**config.mk**
```make
export PLATFORM = sky130hd
export DESIGN_NAME = spi_txn_arbiter
export DESIGN_NICKNAME = d
export VERILOG_FILES = /design/src/rtl/spi_arb_pkg.sv /design/src/rtl/spi_rr_picker.sv /design/src/rtl/spi_txn_arbiter.sv
export SDC_FILE = /design/constraint.sdc
export NUM_CORES = 1
export LEC_CHECK = 0
export CORE_UTILIZATION = 64
export DETAILED_ROUTE_END_ITERATION = 10
export DONT_BUFFER_PORTS = 1
export PLACE_DENSITY = 0.85
export SYNTH_ARGS = -nofsm -noshare
export SYNTH_HDL_FRONTEND = slang
export SYNTH_HIERARCHICAL = 1
export SYNTH_SLANG_ARGS = --single-unit
```
**constraint.sdc**
```tcl
create_clock -name clk -period 3.1 [get_ports clk]
set_clock_uncertainty 0.1 [all_clocks]
set_input_delay 0.62 -clock clk [delete_from_list [all_inputs] [get_ports clk]]
set_output_delay 0.62 -clock clk [all_outputs]
set_load 0.02 [all_outputs]
```
**src/rtl/spi_arb_pkg.sv**
```systemverilog
// Shared types and limits for the SPI transaction arbiter.
// Holds the arbiter FSM state encoding and the requester-count ceiling.
package spi_arb_pkg;

   typedef enum logic [1:0] {
      IDLE,
      XFER,
      DRAIN
   } state_t;

   localparam int MAX_REQ = 8;

endpackage

```
**src/rtl/spi_rr_picker.sv**
```systemverilog
// Combinational round-robin picker: one-hot grant from a request vector.
// Ports: i_req (requests), i_ptr (first index searched), o_gnt (one-hot).
module spi_rr_picker
   import spi_arb_pkg::*;
#(
   parameter int N  = 2,
   parameter int PW = 1
) (
   input  logic [N-1:0]  i_req,
   input  logic [PW-1:0] i_ptr,
   output logic [N-1:0]  o_gnt
);

   logic          w_found;
   logic [PW-1:0] w_idx;

   // Walk the requests starting at the pointer, wrapping modulo N.
   always_comb begin
      o_gnt   = '0;
      w_found = 1'b0;
      w_idx   = '0;
      for (int k = 0; k < N; k++) begin
         w_idx = PW'((int'(i_ptr) + k) % N);
         if (!w_found && i_req[w_idx]) begin
            o_gnt[w_idx] = 1'b1;
            w_found      = 1'b1;
         end
      end
   end

endmodule

```
**src/rtl/spi_txn_arbiter.sv**
```systemverilog
// Round-robin arbiter streaming multi-byte transfers through one spi_master.
// Ports: req/req_len/tx_data in, gnt/tx_pop/rx_*/done/err/busy out,
// spi_* to the engine. Optional watchdog: define SPI_ARB_TIMEOUT_EN.
module spi_txn_arbiter
   import spi_arb_pkg::*;
#(
   parameter int NUM_REQ        = 2,
   parameter int LEN_W          = 4,
   parameter int TIMEOUT_CYCLES = 4096
) (
   input  logic                     clk,
   input  logic                     rst_n,
   input  logic [NUM_REQ-1:0]       req,
   input  logic [NUM_REQ*LEN_W-1:0] req_len,
   input  logic [NUM_REQ*8-1:0]     tx_data,
   output logic [NUM_REQ-1:0]       gnt,
   output logic [NUM_REQ-1:0]       tx_pop,
   output logic [7:0]               rx_data,
   output logic [NUM_REQ-1:0]       rx_valid,
   output logic [NUM_REQ-1:0]       done,
   output logic                     err,
   output logic                     busy,
   output logic                     spi_enable,
   output logic [7:0]               spi_wdata,
   input  logic [7:0]               spi_rdata,
   input  logic                     spi_ready,
   input  logic                     spi_cs
);

   localparam int PW  = $clog2(NUM_REQ);
   localparam int WDW = $clog2(TIMEOUT_CYCLES + 1);

   if (NUM_REQ < 2 || NUM_REQ > MAX_REQ) begin : g_bad_cfg
      $error("NUM_REQ out of range");
   end

   state_t               r_state, w_state;
   logic [NUM_REQ-1:0]   r_gnt, w_gnt;
   logic [PW-1:0]        r_ptr, w_ptr;
   logic [PW-1:0]        r_own, w_own;
   logic [LEN_W-1:0]     r_cnt, w_cnt;
   logic [7:0]           r_wdata, w_wdata;
   logic                 r_en, w_en;
   logic [NUM_REQ-1:0]   r_pop, w_pop;
   logic [7:0]           r_rxd, w_rxd;
   logic [NUM_REQ-1:0]   r_rxv, w_rxv;
   logic [NUM_REQ-1:0]   r_done, w_done;
   logic                 r_err, w_err;
   logic [WDW-1:0]       r_wd, w_wd;

   logic [NUM_REQ-1:0]   w_pick;
   logic [PW-1:0]        w_pidx;
   logic [LEN_W-1:0]     w_plen;
   logic [7:0]           w_ptx;
   logic [7:0]           w_otx;

   spi_rr_picker #(
      .N  (NUM_REQ),
      .PW (PW)
   ) u_pick (
      .i_req (req),
      .i_ptr (r_ptr),
      .o_gnt (w_pick)
   );

   // Winner's index/len/byte, and the current owner's next byte.
   always_comb begin
      w_pidx = '0;
      w_plen = '0;
      w_ptx  = '0;
      w_otx  = '0;
      for (int i = 0; i < NUM_REQ; i++) begin
         if (w_pick[i]) begin
            w_pidx = PW'(i);
            w_plen = req_len[i*LEN_W +: LEN_W];
            w_ptx  = tx_data[i*8 +: 8];
         end
         if (r_own == PW'(i)) begin
            w_otx = tx_data[i*8 +: 8];
         end
      end
   end

   always_comb begin
      w_state = r_state;
      w_gnt   = r_gnt;
      w_ptr   = r_ptr;
      w_own   = r_own;
      w_cnt   = r_cnt;
      w_wdata = r_wdata;
      w_en    = r_en;
      w_pop   = '0;
      w_rxd   = r_rxd;
      w_rxv   = '0;
      w_done  = '0;
      w_err   = 1'b0;
      w_wd    = r_wd + WDW'(1);
      unique case (r_state)
         IDLE: begin
            if (|req) begin
               w_state = XFER;
               w_gnt   = w_pick;
               w_own   = w_pidx;
               w_cnt   = w_plen;
               w_wd    = '0;
               w_ptr   = (w_pidx == PW'(NUM_REQ - 1))
                       ? '0 : w_pidx + PW'(1);
               // Zero-length: grant only, no byte leaves.
               if (w_plen != '0) begin
                  w_wdata = w_ptx;
                  w_pop   = w_pick;
                  w_en    = 1'b1;
               end
            end
         end
         XFER: begin
            if (r_cnt == '0) begin
               w_done  = r_gnt;
               w_gnt   = '0;
               w_state = IDLE;
            end else if (spi_ready) begin
               w_rxd = spi_rdata;
               w_rxv = r_gnt;
               w_cnt = r_cnt - LEN_W'(1);
               w_wd  = '0;
               if (r_cnt > LEN_W'(1)) begin
                  w_wdata = w_otx;
                  w_pop   = r_gnt;
               end else begin
                  w_en    = 1'b0;
                  w_done  = r_gnt;
                  w_state = DRAIN;
               end
            end
         end
         DRAIN: begin
            if (spi_cs) begin
               w_gnt   = '0;
               w_state = IDLE;
            end
         end
         default: w_state = IDLE;
      endcase
`ifdef SPI_ARB_TIMEOUT_EN
      if (r_state == XFER && r_cnt != '0 && !spi_ready &&
          r_wd == WDW'(TIMEOUT_CYCLES - 1)) begin
         w_en    = 1'b0;
         w_err   = 1'b1;
         w_state = DRAIN;
      end
`endif
   end

   always_ff @(posedge clk or negedge rst_n) begin
      if (!rst_n) begin
         r_state <= IDLE;
         r_gnt   <= '0;
         r_ptr   <= '0;
         r_own   <= '0;
         r_cnt   <= '0;
         r_wdata <= '0;
         r_en    <= 1'b0;
         r_pop   <= '0;
         r_rxd   <= '0;
         r_rxv   <= '0;
         r_done  <= '0;
         r_err   <= 1'b0;
         r_wd    <= '0;
      end else begin
         r_state <= w_state;
         r_gnt   <= w_gnt;
         r_ptr   <= w_ptr;
         r_own   <= w_own;
         r_cnt   <= w_cnt;
         r_wdata <= w_wdata;
         r_en    <= w_en;
         r_pop   <= w_pop;
         r_rxd   <= w_rxd;
         r_rxv   <= w_rxv;
         r_done  <= w_done;
         r_err   <= w_err;
         r_wd    <= w_wd;
      end
   end

   assign gnt        = r_gnt;
   assign tx_pop     = r_pop;
   assign rx_data    = r_rxd;
   assign rx_valid   = r_rxv;
   assign done       = r_done;
   assign busy       = (r_state != IDLE);
   assign spi_enable = r_en;
   assign spi_wdata  = r_wdata;

`ifdef SPI_ARB_TIMEOUT_EN
   assign err = r_err;
`else
   // Watchdog state exists but never fires in this build.
   logic w_unused_wd;
   assign w_unused_wd = r_err ^ (|r_wd);
   assign err = 1'b0;
`endif

endmodule

```
==> metrics.yaml <==
worst_setup_path:
  critPathLaunchType: "register"
  path_max_fanout: 11
  worstPathCellList: "inv_1, ha_1, mux2i_1, a221oi_4, o211ai_4, mux2_2"
  crit_start: "r_state[1]"
  reg2reg_slack_ns: 0.68
  setup.worst_path.end: "spi_wdata[1]"
  crit_arrival_ns: 2.54
  ff2ff_path_depth: 6
  worstSetupPathType: "register to register"
  r2r-end: "spi_wdata[1]"
  cp_slowest_stage_delay_ns: 0.52
  r2r_start: "r_state[1]"
  cpMaxStageDelayCell: "a221oi_4"
  crit_path_end_kind: "register"
  critPathRequiredTime_ns: 3.22
synth:
  synth.most_common_cell: "dfrtp_1"
  netlist_top_cells_area: "dfrtp_1 45%, mux2_2 12%, mux2i_1 5.4%, a221oi_1 4.7%, ha_1 4.7%"
  synth-edff-count: 0
  synth_warnings: 6
  synthCells: 165
  yosysTopAreaCell: "dfrtp_1"
  async_flop_share_pct: 100
  syn_area_um2: 1860
  seq_area_frac_synth_pct: 44.5
  avgSynthCellArea_um2: 11.2
  synth_top_area_share_pct: 44.5
  ys_ff_latch: 33
  synth-main-ff-cell: "dfrtp_1"
  synth.distinct_cells: 39
  synth_common_cells: "33 x dfrtp_1, 20 x mux2_2, 15 x a21oi_1"
  syn_nets: 210
floorplan:
  rows: 19
  initial_core_util_pct: 67.3
  coreArea_um2: 2760
  dieHeight_um: 55.8
  design.portCount: 65
  die-area_um2: 3120
  dieWidth_um: 55.8
timing:
  slew_viol_final: 0
  fmax_mhz: 413
  finalCritPeriodShare_pct: 78.1
  slew-limit-headroom_pct: 48.9
  rsz0062_at_grt: "no"
  setup_violations: 0
  worstMarginPinSlew_ns: 0.765
  hold_violations: 0
  fin_crit_ns: 2.42
  finalSetupTns_ns: 0
power:
  total_power_mw: 2.41
  power.density_nw_per_um2: 1210
  leakagePower_nw: 0.897
  peakVddDrop_uv: 885
clock_tree:
  worstSkewPairLatency_ns: 0.33
  cts_max_level: 2
  cts-root-buf: "clkbuf_4"
  clockBufferDepth: 2
  post_cts_buffers: 0
  cts.sinks: 33
  cts_tree: "done"
  cts_buffers: 5
  clk_pin_slew_worst_paths_ns: 0.11
placed_design:
  gp_congestion: 0.845
  hpwl_um: 2830
  place_area_um2: 1870
  io_buffers: 0
finish:
  antenna_cells: 0
  fin_nets: 212
  stdcell_area_um2: 2000
  fillers: 185
  syn2layout_area_growth_pct: 7.69
  post-route-util_pct: 72.5
  drive_gt1_share_pct: 23.2
global_route:
  grt_max_degree: 34
  grt_pass1_vias: 1367
  antenna_found_initial: 0
  grt_use_total_pct: 27.9
  grt_pass1_wl_um: 6630
  grt_overflow: 0
detailed_routing:
  remaining_drc_errors: 0
  vias_per_cell: 6.68
  drtIter0Drc: 87
  route.vias.total: 1329
  drtPass1Iterations: 4
  wl_um: 3900
  antenna_left: 0
  routedWlPerCell_um: 19.6
status:
  status: "finished, final reports clean"
run:
  cap_violations: 0
min_path:
  hp-class: "input port to register"
==> cell usage in the layout, fill, tap and decap left out, drive strengths merged, types with 3 or more instances in the layout <==
| cell | instances |
|---|---|
| a21oi | 15 |
| a221oi | 11 |
| and2 | 4 |
| buf | 3 |
| clkbuf | 5 |
| dfrtp | 33 |
| ha | 7 |
| inv | 9 |
| mux2 | 20 |
| mux2i | 10 |
| nand2 | 5 |
| nor2 | 7 |
| nor2b | 3 |
| nor3 | 3 |
| o21ai | 5 |
==> flip-flops by register name (all words and copies together) (netlist names) <==
register and cells:
r_ptr 1, spi_wdata 8, r_cnt 4, rx_data 8
tx_pop 2, done 2, rx_valid 2, gnt 2
r_own 1, r_state 2, spi_enable 1
==> cell type report <==
class / count / area, um2 / area share, %
inverters: 9 / 33.8 / 1.69
repair buffers: 4 / 45.0 / 2.25
clock inverters: 3 / 65.1 / 3.26
clock buffers: 5 / 37.5 / 1.88
flip-flops and latches: 33 / 826 / 41.3
well taps: 31 / 38.8 / 1.94
multi-input cells: 114 / 952 / 47.7
==> timing repair <==
item                                   CTS  global route
endpoints found under the hold margin   33             0
hold buffers                             2             0
resized for setup                        0             0
==> per-layer routing <==
layer | GRT usage, % | vias up | part of all wire (%)
met4 | 9.41 | 0 | 1.5
met5 | 0 | - | 0
li1 | - | 614 | -
met1 | 34.7 | 652 | 40
met2 | 46.0 | 58 | 50
met3 | 9.53 | 5 | 8.2
==> worst min path at each step <==
stage | start | to | slack (ns) | cells past startpoint
6_report | spi_rdata[6] | rx_data[6] | 0.33 | 1
5_1_grt | spi_rdata[7] | rx_data[7] | 0.31 | 1
4_1_cts | spi_rdata[1] | rx_data[1] | 0.31 | 1
3_5_place_dp | rst_n | spi_enable | 0.22 | 0
3_3_place_gp | rst_n | r_ptr | 0.23 | 0
2_1_floorplan | rst_n | done[0] | 0.22 | 0
==> worst max-delay path, delay by kind of cell, from the launching register on <==
kind / cells / cell delay, ns
AO/OA/AOI/OAI: 2 / 0.78
adder cells (fa/ha/maj): 1 / 0.37
buffers and inverters: 1 / 0.11
flip-flops: 1 / 0.44
multiplexers: 2 / 0.51
==> stage by stage <==
stage          std cells  hold WS (ns)  setup slack, ns
5_1_grt              199         0.306            0.523
6_report             199         0.328            0.680
4_1_cts              199         0.314            0.692
3_3_place_gp         189         0.225            0.852
2_1_floorplan        165         0.224             1.12
3_5_place_dp         189         0.225            0.630
==> power breakdown <==
part	internal, mW	total, mW	switching [mW]
logic	0.508	1.05	0.543
registers	0.624	0.963	0.339
clock network	0.250	0.399	0.149
==> cell families (layout without fill, tap and decap cells) <==
logic type | count (synthesis) | count (layout) | synth area share (%)
other | 1 | 1 | 0.202
AOI/OAI and AO/OA | 45 | 45 | 19.6
buffers and inverters | 18 | 21 | 4.18
muxes | 30 | 30 | 17.5
and+or+nand+nor | 31 | 31 | 9.24
DFF | 33 | 33 | 44.5
adders and majority gates | 7 | 7 | 4.72
(Power assumes the default switching activity.)
